**src/rtl/filt_acc_pkg.sv**
```systemverilog
// Shared types and helpers for the pixel window accumulator.
// Holds the state encoding, default sizes and sign extension.
package filt_acc_pkg;

    localparam int unsigned N_DEF    = 16;
    localparam int unsigned W_DEF    = 8;
    localparam int unsigned TAPS_DEF = 9;

    typedef enum logic {
        ACC = 1'b0,
        OUT = 1'b1
    } state_e;

    // Sign-extend the low w bits of x to 64 bits.
    function automatic logic [63:0] sext(
        input logic [63:0] x,
        input int unsigned w
    );
        logic [63:0] m;
        logic [63:0] t;
        m = ~64'd0 << w;
        t = x >> (w - 1);
        return t[0] ? (x | m) : (x & ~m);
    endfunction

endpackage

```
**src/rtl/acc_adder_n.sv**
```systemverilog
// Combinational N-bit ripple adder with carry-in.
// Produces sum, unsigned carry-out and signed overflow.
module acc_adder_n #(
    parameter int N = 16
) (
    input  logic [N-1:0] a,
    input  logic [N-1:0] b,
    input  logic         cin,
    output logic [N-1:0] sum,
    output logic         cout,
    output logic         ovf
);

    logic [N:0] c;

    always_comb begin
        sum  = '0;
        c    = '0;
        c[0] = cin;
        for (int i = 0; i < N; i++) begin
            sum[i]   = a[i] ^ b[i] ^ c[i];
            c[i+1]   = (a[i] & b[i]) | (c[i] & (a[i] ^ b[i]));
        end
    end

    assign cout = c[N];
    assign ovf  = (a[N-1] == b[N-1]) && (sum[N-1] != a[N-1]);

endmodule

```
**src/rtl/pixel_window_accumulator.sv**
```systemverilog
// Sums a TAPS-sample window of signed pixels into an N-bit result
// with sticky carry/overflow, handed off over valid/ready.
module pixel_window_accumulator
    import filt_acc_pkg::*;
#(
    parameter int N    = N_DEF,
    parameter int W    = W_DEF,
    parameter int TAPS = TAPS_DEF
) (
    input  logic         clk,
    input  logic         rst_n,
    input  logic         clr,
    input  logic         in_valid,
    output logic         in_ready,
    input  logic [W-1:0] in_data,
    output logic         out_valid,
    input  logic         out_ready,
    output logic [N-1:0] out_sum,
    output logic         out_carry,
    output logic         out_overflow,
    output logic         out_zero
);

    localparam int CW = (TAPS > 1) ? $clog2(TAPS) : 1;
    localparam logic [CW-1:0] LAST = CW'(TAPS - 1);

    state_e         state_q, state_d;
    logic [N-1:0]   acc_q, acc_d;
    logic [CW-1:0]  cnt_q, cnt_d;
    logic           carry_q, carry_d;
    logic           ovf_q, ovf_d;
    logic           out_valid_q, out_valid_d;
    logic [N-1:0]   out_sum_q, out_sum_d;
    logic           out_carry_q, out_carry_d;
    logic           out_ovf_q, out_ovf_d;
    logic           out_zero_q, out_zero_d;

    logic [N-1:0]   add_b;
    logic [N-1:0]   add_sum;
    logic           add_cout;
    logic           add_ovf;

    assign add_b = N'(sext(64'(in_data), W));

    acc_adder_n #(.N(N)) u_add (
        .a    (acc_q),
        .b    (add_b),
        .cin  (1'b0),
        .sum  (add_sum),
        .cout (add_cout),
        .ovf  (add_ovf)
    );

    always_comb begin
        state_d     = state_q;
        acc_d       = acc_q;
        cnt_d       = cnt_q;
        carry_d     = carry_q;
        ovf_d       = ovf_q;
        out_valid_d = out_valid_q;
        out_sum_d   = out_sum_q;
        out_carry_d = out_carry_q;
        out_ovf_d   = out_ovf_q;
        out_zero_d  = out_zero_q;
        in_ready    = 1'b0;
        unique case (state_q)
            ACC: begin
                in_ready = rst_n && !clr;
                if (clr) begin
                    acc_d   = '0;
                    cnt_d   = '0;
                    carry_d = 1'b0;
                    ovf_d   = 1'b0;
                end else if (in_valid) begin
                    if (cnt_q == LAST) begin
                        out_sum_d   = add_sum;
                        out_carry_d = carry_q | add_cout;
                        out_ovf_d   = ovf_q | add_ovf;
                        out_zero_d  = (add_sum == '0);
                        out_valid_d = 1'b1;
                        state_d     = OUT;
                        acc_d       = '0;
                        cnt_d       = '0;
                        carry_d     = 1'b0;
                        ovf_d       = 1'b0;
                    end else begin
                        acc_d   = add_sum;
                        cnt_d   = cnt_q + 1'b1;
                        carry_d = carry_q | add_cout;
                        ovf_d   = ovf_q | add_ovf;
                    end
                end
            end
            OUT: begin
                // A pending result is dropped entirely on clr.
                if (clr) begin
                    out_valid_d = 1'b0;
                    out_sum_d   = '0;
                    out_carry_d = 1'b0;
                    out_ovf_d   = 1'b0;
                    out_zero_d  = 1'b0;
                    state_d     = ACC;
                end else if (out_ready) begin
                    out_valid_d = 1'b0;
                    state_d     = ACC;
                end
            end
            default: state_d = ACC;
        endcase
    end

    always_ff @(posedge clk or negedge rst_n) begin
        if (!rst_n) begin
            state_q     <= ACC;
            acc_q       <= '0;
            cnt_q       <= '0;
            carry_q     <= 1'b0;
            ovf_q       <= 1'b0;
            out_valid_q <= 1'b0;
            out_sum_q   <= '0;
            out_carry_q <= 1'b0;
            out_ovf_q   <= 1'b0;
            out_zero_q  <= 1'b0;
        end else begin
            state_q     <= state_d;
            acc_q       <= acc_d;
            cnt_q       <= cnt_d;
            carry_q     <= carry_d;
            ovf_q       <= ovf_d;
            out_valid_q <= out_valid_d;
            out_sum_q   <= out_sum_d;
            out_carry_q <= out_carry_d;
            out_ovf_q   <= out_ovf_d;
            out_zero_q  <= out_zero_d;
        end
    end

    assign out_valid    = out_valid_q;
    assign out_sum      = out_sum_q;
    assign out_carry    = out_carry_q;
    assign out_overflow = out_ovf_q;
    assign out_zero     = out_zero_q;

endmodule

```
**config.mk**
```make
export PLATFORM = sky130hd
export DESIGN_NAME = pixel_window_accumulator
export DESIGN_NICKNAME = d
export VERILOG_FILES = /design/src/rtl/filt_acc_pkg.sv /design/src/rtl/acc_adder_n.sv /design/src/rtl/pixel_window_accumulator.sv
export SDC_FILE = /design/constraint.sdc
export NUM_CORES = 1
export LEC_CHECK = 0
export ABC_AREA = 0
export CORE_UTILIZATION = 50
export DETAILED_ROUTE_END_ITERATION = 8
export PLACE_DENSITY = 0.75
export SLEW_MARGIN = 20
export SYNTH_ARGS = -nofsm -noshare
export SYNTH_HDL_FRONTEND = slang
export SYNTH_SLANG_ARGS = --single-unit
```
**constraint.sdc**
```tcl
create_clock -name clk -period 9.4 [get_ports clk]
set_input_delay 1.88 -clock clk [delete_from_list [all_inputs] [get_ports clk]]
set_output_delay 1.88 -clock clk [all_outputs]
set_load 0.01 [all_outputs]
```
==> results of run 1 <==
==> power groups by stage <==
stage	Sequential, mW	Clock (mW)	Combinational [mW]
finish	0.211	0.127	0.121
global route	0.213	0.137	0.137
CTS	0.211	0.131	0.122
detailed placement	0.214	0	0.121
global placement	0.214	0	0.116
floorplan	0.214	0	0.0795
==> worst max-delay path: stages <==
cell and delay, ps:
clkdlybuf4s50_1 460, ha_1 140, inv_1 50, fa_1 380
fa_1 390, fa_1 390, fa_1 380, fa_1 390
fa_1 400, fa_1 400, fa_1 390, fa_1 380
fa_1 390, fa_1 390, fa_1 390, fa_1 370
inv_1 90, fa_1 170, inv_1 50, fa_1 560
nand4_1 110, or2_2 320, o41ai_2 200
==> worst paths after layout <==
kind	startpoint	to	depth (start not counted)	slack, ps
max in group asynchronous	rst_n	state_q	2	7370
worst min-delay path	out_valid	out_valid	2	490
worst max-delay path	in_data[0]	out_zero	23	530
worst min register to register	out_valid	out_valid	2	490
min in group asynchronous	rst_n	out_sum[4]	2	1650
worst max register to register	acc_q[0]	out_zero	22	2210
==> layout by cell type (no fill, tap or decap), drive strengths merged, types with 2 or more instances in the layout <==
cell	Yosys	routed
dfrtp	43	43
clkbuf	0	8
a22o	6	6
nand4	2	2
nand2	10	10
nand3	3	3
o2bb2ai	15	15
a211oi	5	5
ha	4	4
nor2	9	9
o22ai	10	10
nor3b	2	2
buf	7	2
fa	15	15
clkdlybuf4s50	0	32
inv	30	30
o21ai	3	3
a21oi	5	5
==> layout make-up <==
type	count	area, um^2
well taps	50	62.6
flip-flops and latches	43	1080
multi-input cells	106	953
fillers	322	1450
clock buffers	8	100
repair buffers	34	333
inverters	30	113
==> metal layers <==
| metal | track usage, % | vias to the layer above | routed length (um) |
|---|---|---|---|
| met2 | 36.3 | 29 | 2240 |
| li1 | - | 706 | - |
| met3 | 5.67 | 5 | 165 |
| met4 | 8.59 | 0 | 62 |
| met5 | 0 | - | 0 |
| met1 | 31.8 | 748 | 2110 |
==> metrics by stage <==
stage | setup WS [ps] | util [%] | power, mW | std cells
6_report | 533 | 64.5 | 0.459 | 271
5_1_grt | 265 | 64.5 | 0.487 | 271
4_1_cts | 528 | 64.5 | 0.464 | 271
3_5_place_dp | 215 | 62.1 | 0.335 | 263
3_3_place_gp | 393 | 62.1 | 0.330 | 263
2_1_floorplan | 998 | - | 0.293 | 186
==> logic make-up after synthesis <==
group                      synth area share (%)
AOI/OAI and AO/OA                          18.3
xor gates and xnor gates                  0.401
adders and majority gates                  16.0
buffers and inverters                      7.16
DFF                                        49.2
and+or+nand+nor                            8.87
==> impl_metrics.yaml, run 1 <==
power:
  power_switching_uw: 136
  p_leak_nw: 1.17
  power_frac_comb_pct: 26.3
  share_seq_of_total_power_pct: 46.0
  clock_power_share_pct: 27.7
  ir_drop_mv: 0.120
  swShare_pct: 29.6
  powerDensity_nw_per_um2: 174
  internal-power_uw: 323
sta:
  tns_ps: 0
  drv_slew: 0
  min_period_over_period_pct: 94.3
  finalHoldViolations: 0
  rsz0062_at_grt: "no"
  relSlewSlack_pct: 57.9
  hold_slack_ps: 493
  min_period_ps: 8870
  skew_ps: 8.32
  tightest_slew_ps: 629
  timing.fmax_mhz: 113
  setup_viol: 0
final_layout:
  final_layout_size_suffix_gt1_share_pct: 7.24
  fin_area_um2: 2640
  area_growth_pct: 20.7
  nets: 252
  antenna_cells: 0
synthesis:
  synth.top_cell.area_share_pct: 49.2
  synth_edf_count: 0
  synth_flop_cell: "dfrtp_1"
  async_reset_ff_share_pct: 100
  syn_nets: 218
  synth_common_cells: "43 x dfrtp_1, 30 x inv_1, 15 x fa_1, 15 x o2bb2ai_1, 10 x o22ai_1"
  avgSynthCellArea_um2: 11.8
  yosys_warnings: 0
  synth_area_leaders: "dfrtp_1 49%, fa_1 14%, o2bb2ai_1 6.0%, inv_1 5.2%, o22ai_1 2.9%"
  ys_seq_elements: 43
  synth_cells: 186
  synth_seq_area_share_pct: 49.2
  synth_top_cell_by_area: "dfrtp_1"
  synth.most_common_cell: "dfrtp_1"
  ys_types: 37
  syn_area_um2: 2190
clock_tree:
  hold_buffers: 0
  root_buffer: "clkbuf_8"
  clk_pin_slew_ps: 70
  cts.sinks: 43
  post_cts_buffers: 0
  worstSkewPairLatency_ps: 300
  cts_tree: "built"
  cts_buffers: 5
  cts_resized: 0
  htreeDepth: 2
  cts_buffer_depth: 2
drt:
  drt-total-wl_um: 4580
  remaining_drc_errors: 0
  drtPass1Iterations: 4
  drt_iter0_markers: 109
  wl_per_cell_um: 16.9
  vias_per_cell: 5.49
  num_vias: 1488
  antenna_left: 0
placed_design:
  placed_area_um2: 2540
  post-dp-hpwl_um: 3200
  portBuffers: 33
  gp_congestion: 0.815
die:
  die_h_um: 68.1
  dieWidth_um: 68.1
  start_util_pct: 53.5
  dieArea_um2: 4640
  core_area_um2: 4090
  fp-row-count: 23
  ios: 34
flow_run:
  maxCapViolCount: 0
hold_path:
  hp-class: "reg2reg"
worst_setup_path:
  crit_arrival_ps: 9060
  path_class: "in2reg"
  cp-start-kind: "input pin"
  endpoint_kind: "flop"
  cp_max_fo: 4
  cp.required_ps: 9590
global_routing:
  grt_pass1_vias: 1597
  grt_overflow: 0
  grt_max_degree: 45
  grt_usage_pct: 23.4
  antenna_found_initial: 0
  grt_pass1_wl_um: 7630
outcome:
  status: "completed"
Power figures use the tool's default switching activity.
==> run 2, diff against run 1 <==
--- a/config.mk
+++ b/config.mk
@@ -8,6 +8,7 @@
 export ABC_AREA = 0
 export CORE_UTILIZATION = 50
 export DETAILED_ROUTE_END_ITERATION = 8
+export HOLD_SLACK_MARGIN = 0.02
 export PLACE_DENSITY = 0.75
 export SLEW_MARGIN = 20
 export SYNTH_ARGS = -nofsm -noshare
==> results of run 2 <==
Final layout, timing and power as in run 1 (identical DEF).
